## src/rtl/pipe_hazard_ctrl_pkg.sv

```systemverilog
// Shared definitions for the pipeline hazard controller.
//   REG_W        - register-index width
//   WAIT_W       - width of the memory wait counter (covers timeouts up to 1023)
//   fwd_sel_e    - EX operand source encodings
//   mem_state_e  - data-memory wait FSM states
//   fwd_hit()    - one forwarding-match test (write enable, matching index, non-zero source)
package pipe_hazard_ctrl_pkg;

    localparam int REG_W  = 5;
    localparam int WAIT_W = 10;

    typedef enum logic [1:0] {
        FWD_RF  = 2'd0,
        FWD_MEM = 2'd1,
        FWD_WB  = 2'd2
    } fwd_sel_e;

    typedef enum logic {
        MEM_IDLE = 1'b0,
        MEM_WAIT = 1'b1
    } mem_state_e;

    // x0 is hard-wired to zero, so a zero source never takes a forwarded value.
    function automatic logic fwd_hit(input logic             we,
                                     input logic [REG_W-1:0] rd,
                                     input logic [REG_W-1:0] src);
        return we && (rd == src) && (src != {REG_W{1'b0}});
    endfunction

endpackage

```

## src/rtl/pipe_hazard_ctrl_if.sv

```systemverilog
// Interface bundling the datapath-facing hazard signals.
//   master : the datapath (drives stage information, receives controls)
//   slave  : the hazard controller
// Inputs to the controller: ID/EX/MEM/WB register indices and enables, branch
// resolution, memory request/ack. Outputs: stage stall/flush/bubble controls,
// forwarding selects, memory abort/error pulses.
interface pipe_hazard_ctrl_if;
    import pipe_hazard_ctrl_pkg::*;

    logic [REG_W-1:0] ID_rs1;
    logic [REG_W-1:0] ID_rs2;
    logic             ID_re1;
    logic             ID_re2;
    logic [REG_W-1:0] EX_rd;
    logic             EX_rf_we;
    logic             EX_is_load;
    logic [REG_W-1:0] EX_rs1;
    logic [REG_W-1:0] EX_rs2;
    logic [REG_W-1:0] MEM_rd;
    logic [REG_W-1:0] WB_rd;
    logic             MEM_rf_we;
    logic             WB_rf_we;
    logic             EX_branch_taken;
    logic             MEM_mem_req;
    logic             mem_ack;

    logic             pc_stall;
    logic             if_id_stall;
    logic             id_ex_stall;
    logic             ex_mem_stall;
    logic             if_id_flush;
    logic             id_ex_flush;
    logic             mem_wb_bubble;
    logic [1:0]       fwd_a;
    logic [1:0]       fwd_b;
    logic             mem_abort;
    logic             mem_err;

    modport master (
        output ID_rs1, ID_rs2, ID_re1, ID_re2, EX_rd, EX_rf_we, EX_is_load,
               EX_rs1, EX_rs2, MEM_rd, WB_rd, MEM_rf_we, WB_rf_we,
               EX_branch_taken, MEM_mem_req, mem_ack,
        input  pc_stall, if_id_stall, id_ex_stall, ex_mem_stall,
               if_id_flush, id_ex_flush, mem_wb_bubble, fwd_a, fwd_b,
               mem_abort, mem_err
    );

    modport slave (
        input  ID_rs1, ID_rs2, ID_re1, ID_re2, EX_rd, EX_rf_we, EX_is_load,
               EX_rs1, EX_rs2, MEM_rd, WB_rd, MEM_rf_we, WB_rf_we,
               EX_branch_taken, MEM_mem_req, mem_ack,
        output pc_stall, if_id_stall, id_ex_stall, ex_mem_stall,
               if_id_flush, id_ex_flush, mem_wb_bubble, fwd_a, fwd_b,
               mem_abort, mem_err
    );

endinterface

```

## src/rtl/pipe_hazard_ctrl_fwd_unit.sv

```systemverilog
// Combinational forwarding selector for one EX operand.
//   src            - source register of the EX instruction
//   mem_rd, mem_we - destination/write enable of the instruction in MEM
//   wb_rd, wb_we   - destination/write enable of the instruction in WB
//   sel            - FWD_RF / FWD_MEM / FWD_WB
// The MEM stage holds the younger result, so it wins over WB.
module pipe_hazard_ctrl_fwd_unit
    import pipe_hazard_ctrl_pkg::*;
(
    input  logic [REG_W-1:0] src,
    input  logic [REG_W-1:0] mem_rd,
    input  logic             mem_we,
    input  logic [REG_W-1:0] wb_rd,
    input  logic             wb_we,
    output logic [1:0]       sel
);

    // Operand source selection, MEM before WB before register file.
    always_comb begin
        sel = FWD_RF;
        if (fwd_hit(mem_we, mem_rd, src)) begin
            sel = FWD_MEM;
        end else if (fwd_hit(wb_we, wb_rd, src)) begin
            sel = FWD_WB;
        end else begin
            sel = FWD_RF;
        end
    end

endmodule

```

## src/rtl/pipe_hazard_ctrl.sv

```systemverilog
// Central hazard/sequencing control for the 5-stage pipeline.
//   clk, rst      - clock, asynchronous active-high reset
//   hz (slave)    - stage information in, stall/flush/bubble/forward controls out
//   stall_cycles  - saturating count of cycles with pc_stall set
//   flush_count   - saturating count of cycles with if_id_flush set
// Priority of the stage controls: memory wait > taken branch > load-use > none.
// The memory wait FSM times out after MEM_TIMEOUT cycles; in the timeout cycle
// the stall is released and mem_abort/mem_err pulse together.
module pipe_hazard_ctrl
    import pipe_hazard_ctrl_pkg::*;
#(
    parameter int MEM_TIMEOUT = 255,
    parameter int CNT_W       = 32
) (
    input  logic             clk,
    input  logic             rst,
    pipe_hazard_ctrl_if.slave hz,
    output logic [CNT_W-1:0] stall_cycles,
    output logic [CNT_W-1:0] flush_count
);

    localparam logic [WAIT_W-1:0] TIMEOUT_C = WAIT_W'(MEM_TIMEOUT);
    localparam logic [CNT_W-1:0]  CNT_MAX   = {CNT_W{1'b1}};

    mem_state_e        state_r;
    logic [WAIT_W-1:0] wait_cnt_r;
    logic [CNT_W-1:0]  stall_cnt_r;
    logic [CNT_W-1:0]  flush_cnt_r;

    logic              timeout_now_s;
    logic              mem_busy_s;
    logic              load_use_s;
    logic              stall_inc_s;
    logic              flush_inc_s;
    logic [1:0]        fwd_a_s;
    logic [1:0]        fwd_b_s;

    function automatic logic [CNT_W-1:0] sat_inc(input logic [CNT_W-1:0] v);
        if (v == CNT_MAX) begin
            return v;
        end else begin
            return v + CNT_W'(1);
        end
    endfunction

    pipe_hazard_ctrl_fwd_unit u_fwd_a (
        .src    (hz.EX_rs1),
        .mem_rd (hz.MEM_rd),
        .mem_we (hz.MEM_rf_we),
        .wb_rd  (hz.WB_rd),
        .wb_we  (hz.WB_rf_we),
        .sel    (fwd_a_s)
    );

    pipe_hazard_ctrl_fwd_unit u_fwd_b (
        .src    (hz.EX_rs2),
        .mem_rd (hz.MEM_rd),
        .mem_we (hz.MEM_rf_we),
        .wb_rd  (hz.WB_rd),
        .wb_we  (hz.WB_rf_we),
        .sel    (fwd_b_s)
    );

    // Hazard detection terms.
    always_comb begin
        // An ack coinciding with the timeout count is a normal completion.
        timeout_now_s = (state_r == MEM_WAIT) && (wait_cnt_r == TIMEOUT_C) && !hz.mem_ack;
        mem_busy_s    = hz.MEM_mem_req && !hz.mem_ack && !timeout_now_s;
        load_use_s    = hz.EX_is_load && hz.EX_rf_we && (hz.EX_rd != {REG_W{1'b0}}) &&
                        ((hz.ID_re1 && (hz.ID_rs1 == hz.EX_rd)) ||
                         (hz.ID_re2 && (hz.ID_rs2 == hz.EX_rd)));
        stall_inc_s   = mem_busy_s || (!hz.EX_branch_taken && load_use_s);
        flush_inc_s   = !mem_busy_s && hz.EX_branch_taken;
    end

    // Stage control outputs in priority order.
    always_comb begin
        hz.pc_stall      = 1'b0;
        hz.if_id_stall   = 1'b0;
        hz.id_ex_stall   = 1'b0;
        hz.ex_mem_stall  = 1'b0;
        hz.if_id_flush   = 1'b0;
        hz.id_ex_flush   = 1'b0;
        hz.mem_wb_bubble = 1'b0;
        hz.fwd_a         = fwd_a_s;
        hz.fwd_b         = fwd_b_s;
        hz.mem_abort     = timeout_now_s;
        hz.mem_err       = timeout_now_s;
        if (mem_busy_s) begin
            // Freeze everything up to EX/MEM; a pending branch stays in EX
            // and is flushed once the access completes.
            hz.pc_stall      = 1'b1;
            hz.if_id_stall   = 1'b1;
            hz.id_ex_stall   = 1'b1;
            hz.ex_mem_stall  = 1'b1;
            hz.mem_wb_bubble = 1'b1;
        end else if (hz.EX_branch_taken) begin
            hz.if_id_flush   = 1'b1;
            hz.id_ex_flush   = 1'b1;
        end else if (load_use_s) begin
            // One-cycle bubble; next cycle the load sits in MEM and WB forward covers it.
            hz.pc_stall      = 1'b1;
            hz.if_id_stall   = 1'b1;
            hz.id_ex_flush   = 1'b1;
        end else begin
            hz.pc_stall      = 1'b0;
        end
    end

    // Data-memory wait FSM with timeout counter.
    always_ff @(posedge clk or posedge rst) begin
        if (rst) begin
            state_r    <= MEM_IDLE;
            wait_cnt_r <= {WAIT_W{1'b0}};
        end else begin
            case (state_r)
                MEM_IDLE: begin
                    if (hz.MEM_mem_req && !hz.mem_ack) begin
                        state_r    <= MEM_WAIT;
                        wait_cnt_r <= WAIT_W'(1);
                    end else begin
                        state_r    <= MEM_IDLE;
                        wait_cnt_r <= {WAIT_W{1'b0}};
                    end
                end
                MEM_WAIT: begin
                    if (hz.mem_ack || timeout_now_s) begin
                        state_r    <= MEM_IDLE;
                        wait_cnt_r <= {WAIT_W{1'b0}};
                    end else begin
                        state_r    <= MEM_WAIT;
                        wait_cnt_r <= wait_cnt_r + WAIT_W'(1);
                    end
                end
                default: begin
                    state_r    <= MEM_IDLE;
                    wait_cnt_r <= {WAIT_W{1'b0}};
                end
            endcase
        end
    end

    // Saturating stall/flush performance counters.
    always_ff @(posedge clk or posedge rst) begin
        if (rst) begin
            stall_cnt_r <= {CNT_W{1'b0}};
            flush_cnt_r <= {CNT_W{1'b0}};
        end else begin
            if (stall_inc_s) begin
                stall_cnt_r <= sat_inc(stall_cnt_r);
            end else begin
                stall_cnt_r <= stall_cnt_r;
            end
            if (flush_inc_s) begin
                flush_cnt_r <= sat_inc(flush_cnt_r);
            end else begin
                flush_cnt_r <= flush_cnt_r;
            end
        end
    end

    assign stall_cycles = stall_cnt_r;
    assign flush_count  = flush_cnt_r;

endmodule

```

## src/flat_wrapper.sv

```systemverilog
// flat-port wrapper written by rule: the top's interface ports become plain ports
module pipe_hazard_ctrl_flat import pipe_hazard_ctrl_pkg::*;
#(
    parameter int MEM_TIMEOUT = 255,
    parameter int CNT_W       = 32
)
  (clk, rst, stall_cycles, flush_count, hz_ID_rs1, hz_ID_rs2, hz_ID_re1, hz_ID_re2, hz_EX_rd, hz_EX_rf_we, hz_EX_is_load, hz_EX_rs1, hz_EX_rs2, hz_MEM_rd, hz_WB_rd, hz_MEM_rf_we, hz_WB_rf_we, hz_EX_branch_taken, hz_MEM_mem_req, hz_mem_ack, hz_pc_stall, hz_if_id_stall, hz_id_ex_stall, hz_ex_mem_stall, hz_if_id_flush, hz_id_ex_flush, hz_mem_wb_bubble, hz_fwd_a, hz_fwd_b, hz_mem_abort, hz_mem_err);
  pipe_hazard_ctrl_if hz_i ();
  input  logic clk;
  input  logic rst;
  output logic [CNT_W-1:0] stall_cycles;
  output logic [CNT_W-1:0] flush_count;
  input wire logic [$bits(hz_i.ID_rs1)-1:0] hz_ID_rs1;
  input wire logic [$bits(hz_i.ID_rs2)-1:0] hz_ID_rs2;
  input wire logic [$bits(hz_i.ID_re1)-1:0] hz_ID_re1;
  input wire logic [$bits(hz_i.ID_re2)-1:0] hz_ID_re2;
  input wire logic [$bits(hz_i.EX_rd)-1:0] hz_EX_rd;
  input wire logic [$bits(hz_i.EX_rf_we)-1:0] hz_EX_rf_we;
  input wire logic [$bits(hz_i.EX_is_load)-1:0] hz_EX_is_load;
  input wire logic [$bits(hz_i.EX_rs1)-1:0] hz_EX_rs1;
  input wire logic [$bits(hz_i.EX_rs2)-1:0] hz_EX_rs2;
  input wire logic [$bits(hz_i.MEM_rd)-1:0] hz_MEM_rd;
  input wire logic [$bits(hz_i.WB_rd)-1:0] hz_WB_rd;
  input wire logic [$bits(hz_i.MEM_rf_we)-1:0] hz_MEM_rf_we;
  input wire logic [$bits(hz_i.WB_rf_we)-1:0] hz_WB_rf_we;
  input wire logic [$bits(hz_i.EX_branch_taken)-1:0] hz_EX_branch_taken;
  input wire logic [$bits(hz_i.MEM_mem_req)-1:0] hz_MEM_mem_req;
  input wire logic [$bits(hz_i.mem_ack)-1:0] hz_mem_ack;
  output wire logic [$bits(hz_i.pc_stall)-1:0] hz_pc_stall;
  output wire logic [$bits(hz_i.if_id_stall)-1:0] hz_if_id_stall;
  output wire logic [$bits(hz_i.id_ex_stall)-1:0] hz_id_ex_stall;
  output wire logic [$bits(hz_i.ex_mem_stall)-1:0] hz_ex_mem_stall;
  output wire logic [$bits(hz_i.if_id_flush)-1:0] hz_if_id_flush;
  output wire logic [$bits(hz_i.id_ex_flush)-1:0] hz_id_ex_flush;
  output wire logic [$bits(hz_i.mem_wb_bubble)-1:0] hz_mem_wb_bubble;
  output wire logic [$bits(hz_i.fwd_a)-1:0] hz_fwd_a;
  output wire logic [$bits(hz_i.fwd_b)-1:0] hz_fwd_b;
  output wire logic [$bits(hz_i.mem_abort)-1:0] hz_mem_abort;
  output wire logic [$bits(hz_i.mem_err)-1:0] hz_mem_err;
  assign hz_i.ID_rs1 = hz_ID_rs1;
  assign hz_i.ID_rs2 = hz_ID_rs2;
  assign hz_i.ID_re1 = hz_ID_re1;
  assign hz_i.ID_re2 = hz_ID_re2;
  assign hz_i.EX_rd = hz_EX_rd;
  assign hz_i.EX_rf_we = hz_EX_rf_we;
  assign hz_i.EX_is_load = hz_EX_is_load;
  assign hz_i.EX_rs1 = hz_EX_rs1;
  assign hz_i.EX_rs2 = hz_EX_rs2;
  assign hz_i.MEM_rd = hz_MEM_rd;
  assign hz_i.WB_rd = hz_WB_rd;
  assign hz_i.MEM_rf_we = hz_MEM_rf_we;
  assign hz_i.WB_rf_we = hz_WB_rf_we;
  assign hz_i.EX_branch_taken = hz_EX_branch_taken;
  assign hz_i.MEM_mem_req = hz_MEM_mem_req;
  assign hz_i.mem_ack = hz_mem_ack;
  assign hz_pc_stall = hz_i.pc_stall;
  assign hz_if_id_stall = hz_i.if_id_stall;
  assign hz_id_ex_stall = hz_i.id_ex_stall;
  assign hz_ex_mem_stall = hz_i.ex_mem_stall;
  assign hz_if_id_flush = hz_i.if_id_flush;
  assign hz_id_ex_flush = hz_i.id_ex_flush;
  assign hz_mem_wb_bubble = hz_i.mem_wb_bubble;
  assign hz_fwd_a = hz_i.fwd_a;
  assign hz_fwd_b = hz_i.fwd_b;
  assign hz_mem_abort = hz_i.mem_abort;
  assign hz_mem_err = hz_i.mem_err;
  pipe_hazard_ctrl #(.MEM_TIMEOUT(MEM_TIMEOUT), .CNT_W(CNT_W)) u_core (.clk(clk), .rst(rst), .hz(hz_i), .stall_cycles(stall_cycles), .flush_count(flush_count));
endmodule
```

## config.mk

```make
export PLATFORM = sky130hd
export DESIGN_NAME = pipe_hazard_ctrl_flat
export DESIGN_NICKNAME = d
export VERILOG_FILES = /design/src/rtl/pipe_hazard_ctrl_pkg.sv /design/src/rtl/pipe_hazard_ctrl_if.sv /design/src/rtl/pipe_hazard_ctrl_fwd_unit.sv /design/src/rtl/pipe_hazard_ctrl.sv /design/src/flat_wrapper.sv
export SDC_FILE = /design/constraint.sdc
export NUM_CORES = 1
export LEC_CHECK = 0
export ABC_AREA = 1
export CAP_MARGIN = 20
export CORE_ASPECT_RATIO = 0.6
export CORE_MARGIN = 5
export CORE_UTILIZATION = 50
export DETAILED_ROUTE_END_ITERATION = 6
export GPL_TIMING_DRIVEN = 0
export HOLD_SLACK_MARGIN = 0.03
export PLACE_DENSITY = 0.8
export SLEW_MARGIN = 10
export SYNTH_ARGS = -nofsm -noshare
export SYNTH_HDL_FRONTEND = slang
export SYNTH_HIERARCHICAL = 1
export SYNTH_SLANG_ARGS = --single-unit
export TNS_END_PERCENT = 50
```

## constraint.sdc

```tcl
create_clock -name clk -period 4.1 [get_ports clk]
set_input_delay 0.82 -clock clk [delete_from_list [all_inputs] [get_ports clk]]
set_output_delay 0.82 -clock clk [all_outputs]
set_load 0.05 [all_outputs]
```

# ---- Word-level counts from Yosys, hierarchy flattened
# Index checks and enable logic that the tools add are counted.
dict set report totals {
  reg_bits 75
  word_cells 68
}
dict set report classes {
  add_sub_neg 3
  eq_ne 9
  muxes 18
  bitwise_logic 3
  n_reduce_logical 31
}
# op n
set op_table {}
lappend op_table {{32-bit by 1-bit adder with 32-bit output (second input constant)} 2}
lappend op_table {{32-bit equality test (second input constant)} 2}
lappend op_table {{5-bit equality test} 6}
lappend op_table {{10-bit one-hot mux with 2 select lines} 1}
lappend op_table {{1-bit logical AND} 19}
lappend op_table {{5-bit nonzero test} 3}
lappend op_table {{1-bit 2-to-1 mux} 11}
lappend op_table {{10-bit by 1-bit adder with 10-bit output (second input constant)} 1}
lappend op_table {{10-bit by 8-bit equality test with 1-bit output (second input constant)} 1}
lappend op_table {{10-bit 2-to-1 mux} 1}
lappend op_table {{2-bit 2-to-1 mux} 4}
lappend op_table {{1-bit zero test} 4}
lappend op_table {{2-bit AND reduction} 2}
lappend op_table {{1-bit logical OR} 3}
lappend op_table {{1-bit inverter} 3}
lappend op_table {{1-bit one-hot mux with 2 select lines} 1}

# ---- Logic depth before layout (Yosys ltp)
# Gate-level depths: netlist (run 1).
dict set report logic_depth {
  ltp_word 8
  ltp_mapped 12
  mapped_depth_nobuf 11
}

# ---- Cells and area by module
# Netlist (run 1), hierarchy kept.
# module instances cells_per_inst area_per_inst_um2 seq_area_each_um2
set modules_own_cells {}
lappend modules_own_cells {pipe_hazard_ctrl 1 732 4922.2 1876.8}
lappend modules_own_cells {pipe_hazard_ctrl_fwd_unit 2 61 241.5 0.0}

# ---- Worst setup path before layout (run 1)
# No wires, ideal clock.
dict set report synth_path {
  path_type {input -> output}
  from {input hz_EX_rd[2]}
  to {output hz_pc_stall}
  t_arrival_ns 2.392
  path_slack_ns 0.888
  stages 10
  cell_sequence {inv_1 > nand2_1 > nand2_1 > nor2_1 > nand3_1 > nand2_1 > nand3_1 > nand2_1 > clkbuf_1 > buf_4}
}
dict set report synth_between {
  elab_chain_len 7
  word_cells_on_any_way 11
  cone_classes {eq/ne: 2; mux: 3; reduce/logical: 6}
}
# element line
set synth_lines {}
lappend synth_lines {{start, declared} flat_wrapper.sv:17} ;# input wire logic [$bits(hz_i.EX_rd)-1:0] hz_EX_rd;
lappend synth_lines {{5-bit equality test (on tied branches)} {pipe_hazard_ctrl.sv:70, pipe_hazard_ctrl.sv:71}}
lappend synth_lines {{1-bit logical AND (on tied branches)} {pipe_hazard_ctrl.sv:70, pipe_hazard_ctrl.sv:71}}
lappend synth_lines {{1-bit logical OR} pipe_hazard_ctrl.sv:70} ;# ((hz.ID_re1 && (hz.ID_rs1 == hz.EX_rd)) ||
lappend synth_lines {{1-bit logical AND *} pipe_hazard_ctrl.sv:69} ;# load_use_s = hz.EX_is_load && hz.EX_rf_we && (hz.EX_rd != {REG_W{1'b0}}) &&
lappend synth_lines {{1-bit 2-to-1 mux * (3 in series)} --}
lappend synth_lines {{end, declared} flat_wrapper.sv:29} ;# output wire logic [$bits(hz_i.pc_stall)-1:0] hz_pc_stall;
# Mark *: on every way between the ends. The rest lies on a longest branch, timed or not.

# ---- Worst setup path after layout (run 1)
dict set report layout_path {
  from {input hz_EX_rd[1]}
  to {output hz_pc_stall}
}
dict set report layout_between {
  elab_chain_len 7
  word_cells_on_any_way 11
  cone_classes {eq/ne: 2; mux: 3; reduce/logical: 6}
}
# element line
set layout_lines {}
lappend layout_lines {{5-bit equality test (on tied branches)} {pipe_hazard_ctrl.sv:70, pipe_hazard_ctrl.sv:71}}
lappend layout_lines {{1-bit logical AND (on tied branches)} {pipe_hazard_ctrl.sv:70, pipe_hazard_ctrl.sv:71}}
lappend layout_lines {{1-bit logical OR} pipe_hazard_ctrl.sv:70}
lappend layout_lines {{1-bit logical AND *} pipe_hazard_ctrl.sv:69}
lappend layout_lines {{1-bit 2-to-1 mux *} pipe_hazard_ctrl.sv:100} ;# end else if (load_use_s) begin
lappend layout_lines {{1-bit 2-to-1 mux *} pipe_hazard_ctrl.sv:97} ;# end else if (hz.EX_branch_taken) begin
lappend layout_lines {{1-bit 2-to-1 mux *} pipe_hazard_ctrl.sv:89} ;# if (mem_busy_s) begin
# Marks and branches as above.

==> impl_metrics.env, run 1 <==
export IMPL_outcome="complete, no violations"
export IMPL_drv_cap=0
export IMPL_r2r_start="u_core/flush_count[0]$_DFFE_PP0P_"
export IMPL_fillers=943
export IMPL_yosysWarningCount=6
export IMPL_grt_max_degree=43
export IMPL_drt_pass1_iter_count=5
export IMPL_cts_tree="yes"
export IMPL_coreArea_um2=10600
export IMPL_ctsHoldBuffers=0
export IMPL_fin_worst_skew_ps=5.27
export IMPL_synth_avg_cell_area_um2=6.33
export IMPL_final_nets=1036
export IMPL_tightest_slew_ps=677
export IMPL_finalSetupViolations=0
export IMPL_final_common_cell="nand2_1"
export IMPL_crit_fanout=16
export IMPL_initial_utilization_pct=51.2
export IMPL_utilization_pct=67.4
export IMPL_netlist_area_um2=5410
export IMPL_drive_above_1_share_pct=5.85
export IMPL_hold_viol=0
export IMPL_synth_distinct_cells=30
export IMPL_avgRoutedWirePerCell_um=14.6
export IMPL_clk_path_buf_depth=2
export IMPL_gp_congestion=1.02
export IMPL_worstPathRequired_ps=3280
export IMPL_drc_errors=0
export IMPL_slew_headroom_pct=54.5
export IMPL_cts_sinks=75
export IMPL_dp_slack_ps=-370
export IMPL_rsz0062_at_grt="no"
export IMPL_yosysSeqAreaShare_pct=34.7
export IMPL_worstPathCellList="clkdlybuf4s50_1, inv_1, nand2_1, nand2_1, nor2_1, nand3_1, nand2_1, nand3_1, nand2_2, buf_4, dlymetal6s2s_1"
export IMPL_antenna_diode_count=0
export IMPL_rows=29
export IMPL_cts_buffers=9
export IMPL_max_freq_mhz=273
export IMPL_layout_setup_ws_ps=436
export IMPL_clockRootBuffer="clkbuf_16"
export IMPL_port_buffers=122
export IMPL_syn_nets=903
export IMPL_ir_drop_v=0.000412
export IMPL_antenna_found_initial=0
export IMPL_worstHoldEndpoint="u_core/wait_cnt_r[0]$_DFF_PP0_"
export IMPL_rrSetupSlack_ps=1680
export IMPL_final_cell_mix="nand2_1, clkdlybuf4s50_1, nor2_1, inv_1, dfrtp_1"
export IMPL_io_pins=123
export IMPL_cp_slowest_stage_delay_ps=530
export IMPL_hold_ws_ps=537
export IMPL_criticalPathCategory="input port to output pin"
export IMPL_hold_start="u_core/wait_cnt_r[0]$_DFF_PP0_"
export IMPL_r2r_cells=11
export IMPL_critPathArrivalTime_ps=2840
export IMPL_synth_seq_cells=75
export IMPL_grt_pass1_vias=5040
export IMPL_worstSetupStartpointType="input port"
export IMPL_h_tree_depth=3
export IMPL_hold_path_cell_count=1
export IMPL_syn2layout_area_growth_pct=31.8
export IMPL_chipHeight_um=90.5
export IMPL_p_leak_nw=3.50
export IMPL_insertion_delay_ps=340
export IMPL_clkTransAtPathRegs_ps=60
export IMPL_routed_via_density=5.13
export IMPL_fin_crit_ps=3660
export IMPL_post_route_period_util_pct=89.4
export IMPL_grtUsageTotal_pct=25.0
export IMPL_grt_pass1_wl_um=26100
export IMPL_min_path_type="register to register"
export IMPL_dieArea_um2=13100
export IMPL_ant_nets=0
export IMPL_hpwl_um=12900
export IMPL_crit_slowest_cell="clkdlybuf4s50_1"
export IMPL_power_density_nw_per_um2=328
export IMPL_drt_total_wl_um=16500
export IMPL_syn_inst=854
export IMPL_fp_dieW_um=144
export IMPL_r2r_end="u_core/flush_count[7]$_DFFE_PP0P_"
export IMPL_power_mw=2.34
export IMPL_critPathCaptureType="output pin"
export IMPL_final_max_slew_viol_count=0
export IMPL_gr_total_overflow=0
export IMPL_vias=5798
export IMPL_drt_initial_drc_count=706
export IMPL_cpMostUsedCell="nand2_1"
## worst max-delay path by stage
stage	start	endpoint	slack [ps]	depth (start not counted)
2_1_floorplan	hz_EX_rd[2]	hz_pc_stall	890	10
3_3_place_gp	hz_EX_rd[1]	hz_pc_stall	-350	12
3_5_place_dp	hz_EX_rd[1]	hz_pc_stall	-370	12
4_1_cts	hz_EX_rd[1]	hz_pc_stall	30	11
5_1_grt	hz_EX_rd[0]	hz_pc_stall	280	11
6_report	hz_EX_rd[1]	hz_pc_stall	440	11
## layer usage
metal | routed length, µm | vias to the layer above | track usage (%)
met1 | 8190 | 2611 | 41.7
li1 | - | 2885 | -
met4 | 110 | 0 | 4.81
met2 | 6170 | 291 | 31.2
met5 | 0 | - | 0
met3 | 2060 | 11 | 6.98
## timing repair
| item | 4_1_cts | 5_1_grt |
|---|---|---|
| setup buffers | 0 | 0 |
| endpoints found under the setup margin | 2 | 2 |
| gates resized for setup | 1 | 2 |
## report_power, final
part / total (mW) / internal [mW] / switching, mW
registers: 0.889 / 0.798 / 0.0911
logic: 0.667 / 0.235 / 0.433
clock network: 0.783 / 0.471 / 0.312
total: 2.34 / 1.50 / 0.836
## stage by stage
step,cell area (µm²),TNS (ps),std cells
after floorplan,5410,0,854
after global routing,7120,0,1131
after global placement,6800,-625,1115
after detailed placement,6820,-660,1116
after CTS,7120,0,1131
final,7120,0,1131
## critical path: cells and delay by family
kind | cells | cell delay [ps]
buf+inv | 4 | 1190
simple gates | 7 | 830
## sequential cells by signal (all words and copies together), names as in the netlist
name and cells:
u_core/stall_cycles 32, u_core/wait_cnt_r 10, u_core/flush_count 32, u_core/state_r 1
## synthesized netlist by cell type
cell,count,area share [%]
nor2_2,2,0.23
dfrtp_1,75,35
inv_2,10,0.69
nor2_1,118,8.2
inv_1,95,6.6
o21ai_0,6,0.56
nor3_1,16,1.5
and2_1,2,0.23
nor2_4,3,0.62
xor2_1,31,5.0
nor3b_1,1,0.14
nand3_2,2,0.37
nand4_1,18,2.1
nand2_4,1,0.21
nand3b_1,4,0.56
buf_2,9,0.83
nor3_2,1,0.19
xnor2_1,21,3.4
a21oi_1,1,0.093
nand2_1,350,24
buf_6,2,0.42
ha_1,3,0.69
or2_2,2,0.23
clkbuf_1,5,0.35
nand3_1,60,5.6
nor3_4,1,0.30
buf_4,4,0.56
nand2_2,2,0.23
nand4_4,1,0.39
o21ai_1,8,0.74
## area by class of cell
cell class	instances	area [µm²]	share of cell area (%)
Clock inverter	6	66.3	0.931
Buffer	19	113	1.58
Inverter	105	397	5.57
Clock buffer	10	229	3.22
Tap cell	139	174	2.44
Timing Repair Buffer	123	1250	17.5
Multi-Input combinational cell	654	3020	42.4
Sequential cell	75	1880	26.4
## kinds of logic after synthesis
| logic type | count (synthesis) | share of synthesized area, % |
|---|---|---|
| xor+xnor | 52 | 8.43 |
| compound gates | 15 | 1.39 |
| flops | 75 | 34.7 |
| fa+ha+maj | 3 | 0.695 |
| simple gates | 584 | 45.3 |
| buf+inv | 125 | 9.44 |
No activity file was read; power rests on OpenSTA's default activity.
==> inputs of run 2 (changes only) <==
Settings changed: CAP_MARGIN 20 to 40, GPL_TIMING_DRIVEN 0 to default.
==> run 2 against run 1 <==
Net effect:
- clock-buffer cell count stayed put
- utilization fell by 1.1 points
- register-to-register slack got worse by 520 ps
- combinational power fell by 3.7%
==> impl_metrics.env, run 2 (synthesis gave the netlist of run 1 again) <==
export IMPL_worstPathCellList="clkdlybuf4s50_1, inv_1, nand2_1, nand2_1, nor2_1, nand3_1, nand2_1, nand3_1, nand2_1, clkdlybuf4s50_1"
export IMPL_worstSetupStartpointType="input port"
export IMPL_fillers=942
export IMPL_drive_above_1_share_pct=4.82
export IMPL_power_density_nw_per_um2=322
export IMPL_criticalPathCategory="input port to output pin"
export IMPL_vias=5666
export IMPL_final_nets=1020
export IMPL_worstPathRequired_ps=3280
export IMPL_critPathCaptureType="output pin"
export IMPL_outcome="complete, no violations"
export IMPL_crit_slowest_cell="clkdlybuf4s50_1"
export IMPL_cts_sinks=75
export IMPL_chipHeight_um=90.5
export IMPL_r2r_start="u_core/flush_count[0]$_DFFE_PP0P_"
export IMPL_grt_pass1_wl_um=24800
export IMPL_io_pins=123
export IMPL_clkTransAtPathRegs_ps=60
export IMPL_ant_nets=0
export IMPL_coreArea_um2=10600
export IMPL_clockRootBuffer="clkbuf_16"
export IMPL_r2r_end="u_core/flush_count[7]$_DFFE_PP0P_"
export IMPL_critPathArrivalTime_ps=2780
export IMPL_h_tree_depth=3
export IMPL_min_path_type="register to register"
export IMPL_dp_cells=1099
export IMPL_tns_ps=0
export IMPL_final_common_cell="nand2_1"
export IMPL_rsz0062_at_grt="no"
export IMPL_drv_cap=0
export IMPL_grtUsageTotal_pct=23.5
export IMPL_antenna_found_initial=0
export IMPL_drt_pass1_iter_count=6
export IMPL_drt_initial_drc_count=548
export IMPL_layout_setup_ws_ps=501
export IMPL_multiInputGateArea_um2=3020
export IMPL_final_max_slew_viol_count=0
export IMPL_cts_tree="yes"
export IMPL_ctsHoldBuffers=0
export IMPL_grt_max_degree=42
export IMPL_initial_utilization_pct=51.2
export IMPL_rows=29
export IMPL_hold_ws_ps=515
export IMPL_tightest_slew_ps=752
export IMPL_post_route_period_util_pct=87.8
export IMPL_final_cell_mix="nand2_1, clkdlybuf4s50_1, nor2_1, inv_1, dfrtp_1"
export IMPL_r2r_cells=11
export IMPL_slew_headroom_pct=49.8
export IMPL_stdcell_count=1114
export IMPL_syn2layout_area_growth_pct=29.6
export IMPL_crit_fanout=3
export IMPL_stdcell_area_um2=7000
export IMPL_grt_pass1_vias=4916
export IMPL_drc_errors=0
export IMPL_fp_dieW_um=144
export IMPL_gp_congestion=1.04
export IMPL_max_freq_mhz=278
export IMPL_ir_drop_v=0.000410
export IMPL_dp_slack_ps=503
export IMPL_seq_area_um2=1880
export IMPL_drt_total_wl_um=15500
export IMPL_avgRoutedWirePerCell_um=13.9
export IMPL_post_cts_buffers=0
export IMPL_fin_crit_ps=3600
export IMPL_insertion_delay_ps=330
export IMPL_antenna_diode_count=0
export IMPL_worstHoldEndpoint="u_core/wait_cnt_r[0]$_DFF_PP0_"
export IMPL_hold_start="u_core/wait_cnt_r[0]$_DFF_PP0_"
export IMPL_port_buffers=122
export IMPL_cp_slowest_stage_delay_ps=820
export IMPL_p_leak_nw=3.41
export IMPL_fin_worst_skew_ps=7.74
export IMPL_clk_path_buf_depth=2
export IMPL_hpwl_um=11800
export IMPL_finalSetupViolations=0
export IMPL_hold_viol=0
export IMPL_gr_total_overflow=0
export IMPL_cts_buffers=9
export IMPL_hold_path_cell_count=1
export IMPL_rrSetupSlack_ps=1160
export IMPL_cts_resized=0
export IMPL_routed_via_density=5.09
export IMPL_cpMostUsedCell="nand2_1"
export IMPL_dieArea_um2=13100
export IMPL_place_area_um2=6730
-- run 2: metal layers --
| metal | track usage, % | wire length (µm) |
|---|---|---|
| met1 | 38.1 | 7810 |
| met3 | 7.04 | 1720 |
| met4 | 4.50 | 144 |
| met5 | 0 | 0 |
| met2 | 30.1 | 5810 |
-- run 2: worst max-delay path, delay by kind of cell --
| family | cells | cell delay, ps |
|---|---|---|
| buffers and inverters | 3 | 1410 |
| and+or+nand+nor | 7 | 560 |
-- run 2: area by class of cell --
cell class / count / share of cell area, %
inverter: 105 / 5.63
tap: 139 / 2.48
clock buffer: 10 / 3.41
clock inverter: 5 / 0.429
timing repair buffer: 126 / 18.2
multi-input combinational: 654 / 43.1
sequential: 75 / 26.8
-- run 2: stage by stage --
| step | power (mW) | util [%] |
|---|---|---|
| floorplan | 1.31 | - |
| global placement | 1.54 | 63.8 |
| detailed placement | 1.55 | 63.8 |
| CTS | 2.27 | 66.3 |
| global route | 2.36 | 66.3 |
| finish | 2.26 | 66.3 |
-- run 2: worst max path at each step --
stage	startpoint	endpoint	slack, ps	cells past startpoint
6_report	hz_EX_rd[3]	hz_id_ex_flush	500	10
5_1_grt	hz_EX_rd[3]	hz_id_ex_flush	390	10
4_1_cts	hz_EX_rd[3]	hz_id_ex_flush	490	10
3_5_place_dp	hz_EX_rd[3]	hz_id_ex_flush	500	10
3_3_place_gp	hz_EX_rd[0]	hz_id_ex_flush	530	10
2_1_floorplan	hz_EX_rd[2]	hz_pc_stall	890	10
-- run 2: report_power, final --
part           switching (mW)  leakage [nW]  internal [mW]
combinational           0.415          2.26          0.227
sequential             0.0972          1.03          0.798
clock                   0.299         0.130          0.419
total                   0.812          3.41           1.44
==> inputs of run 3 (changes only) <==
Settings changed: CORE_MARGIN 5 to default.
==> run 3 against run 2 <==
Net effect:
- worst setup slack got worse by 10 ps
- first-iteration DRC count fell by 3.5%
- cell area rose by 1.1%
- cell count fell by 0.36%
- total power rose by 8.0%
- register-to-register slack got worse by 130 ps
- sequential power barely moved
- critical path type unchanged
- utilization rose by 3.4 points
- non-clock buffer count fell by 1
- sequential share of layout area fell by 0.29 points
- clock skew barely moved
==> impl_metrics.env, run 3 (synthesis gave the netlist of run 1 again) <==
export IMPL_outcome="complete, no violations"
export IMPL_antenna_found_initial=0
export IMPL_avgRoutedWirePerCell_um=14.3
export IMPL_hold_ws_ps=510
export IMPL_rows=28
export IMPL_gr_total_overflow=0
export IMPL_clkTransAtPathRegs_ps=60
export IMPL_cts_buffers=9
export IMPL_dieArea_um2=11200
export IMPL_syn2layout_area_growth_pct=31.0
export IMPL_final_max_slew_viol_count=0
export IMPL_crit_family="buffers and inverters"
export IMPL_cts_sinks=75
export IMPL_grt_pass1_vias=4912
export IMPL_layout_setup_ws_ps=490
export IMPL_chipHeight_um=82.5
export IMPL_final_nets=1019
export IMPL_grt_pass1_wl_um=25000
export IMPL_worstPathRequired_ps=3280
export IMPL_max_freq_mhz=277
export IMPL_critPathArrivalTime_ps=2790
export IMPL_utilization_pct=69.7
export IMPL_slew_headroom_pct=49.4
export IMPL_criticalPathCategory="input port to output pin"
export IMPL_fin_worst_skew_ps=7.50
export IMPL_coreArea_um2=10200
export IMPL_io_pins=123
export IMPL_crit_fanout=3
export IMPL_power_density_nw_per_um2=344
export IMPL_rsz0062_at_grt="no"
export IMPL_crit_slowest_cell="clkdlybuf4s50_1"
export IMPL_ant_nets=0
export IMPL_post_cts_buffers=0
export IMPL_post_route_period_util_pct=88.0
export IMPL_final_cell_mix="nand2_1, clkdlybuf4s50_1, nor2_1, inv_1, dfrtp_1"
export IMPL_finalSetupViolations=0
export IMPL_gp_congestion=1.01
export IMPL_power_mw=2.44
export IMPL_fin_crit_ps=3610
export IMPL_tightest_slew_ps=753
export IMPL_worstPathCellList="clkdlybuf4s50_1, inv_1, nand2_1, nand2_1, nor2_1, nand3_1, nand2_1, nand3_1, nand2_1, clkdlybuf4s50_1"
export IMPL_clk_path_buf_depth=2
export IMPL_ir_drop_v=0.000437
export IMPL_cpMostUsedCell="nand2_1"
export IMPL_critPathBufInv=3
export IMPL_tns_ps=0
export IMPL_cts_resized=0
export IMPL_cp_slowest_stage_delay_ps=830
export IMPL_drc_errors=0
export IMPL_drive_above_1_share_pct=4.82
export IMPL_h_tree_depth=3
export IMPL_fp_dieW_um=136
export IMPL_final_common_cell="nand2_1"
export IMPL_grtUsageTotal_pct=29.1
export IMPL_drt_initial_drc_count=529
export IMPL_fillers=921
export IMPL_insertion_delay_ps=340
export IMPL_critPathCaptureType="output pin"
export IMPL_hpwl_um=12000
export IMPL_p_leak_nw=3.44
export IMPL_min_path_type="register to register"
export IMPL_antenna_diode_count=0
export IMPL_dp_slack_ps=520
export IMPL_drt_total_wl_um=15800
export IMPL_hold_viol=0
export IMPL_routed_via_density=5.17
export IMPL_grt_max_degree=45
export IMPL_initial_utilization_pct=53.2
export IMPL_drv_cap=0
export IMPL_drt_pass1_iter_count=5
export IMPL_worstSetupStartpointType="input port"
export IMPL_vias=5741
export IMPL_clockRootBuffer="clkbuf_16"
export IMPL_ctsHoldBuffers=0
export IMPL_port_buffers=122
export IMPL_cts_tree="yes"
## run 3: path summary, 6_finish.rpt
path / start / endpoint / slack [ps] / depth (start not counted)
worst min-delay path: u_core/wait_cnt_r[0]$_DFF_PP0_ / u_core/wait_cnt_r[0]$_DFF_PP0_ / 510 / 1
worst max register to register: u_core/flush_count[1]$_DFFE_PP0P_ / u_core/flush_count[7]$_DFFE_PP0P_ / 1030 / 10
worst min register to register: u_core/wait_cnt_r[0]$_DFF_PP0_ / u_core/wait_cnt_r[0]$_DFF_PP0_ / 510 / 1
max in group asynchronous: rst / u_core/stall_cycles[17]$_DFFE_PP0P_ / 2540 / 4
min in group asynchronous: rst / u_core/wait_cnt_r[1]$_DFF_PP0_ / 780 / 2
worst max-delay path: hz_EX_rd[3] / hz_id_ex_flush / 490 / 10
## run 3: per-stage QoR
stage | cells | cell area (µm²)
final | 1110 | 7080
after detailed placement | 1094 | 6740
after global placement | 1093 | 6720
after global routing | 1110 | 7080
after floorplan | 854 | 5410
after CTS | 1110 | 7080
## run 3: routing by layer
metal  vias to the layer above  global-route usage [%]  part of all wire (%)
li1                       2848                       -                     -
met1                      2587                    45.7                    50
met2                       292                    38.1                    37
met3                        14                    8.49                    12
met4                         0                    5.78                  0.72
met5                         -                       0                     0
## run 3: final cells by class
cell class | count | area [µm²] | area share (%)
Clock inverter | 5 | 83.8 | 1.18
Inverter | 105 | 395 | 5.59
Sequential cell | 75 | 1880 | 26.5
Multi-Input combinational cell | 654 | 3020 | 42.6
Tap cell | 135 | 169 | 2.39
Clock buffer | 11 | 253 | 3.57
Timing Repair Buffer | 125 | 1280 | 18.1
## run 3: where the power goes
part | switching, mW | internal [mW]
Combinational | 0.424 | 0.229
Sequential | 0.0985 | 0.798
Clock | 0.320 | 0.568
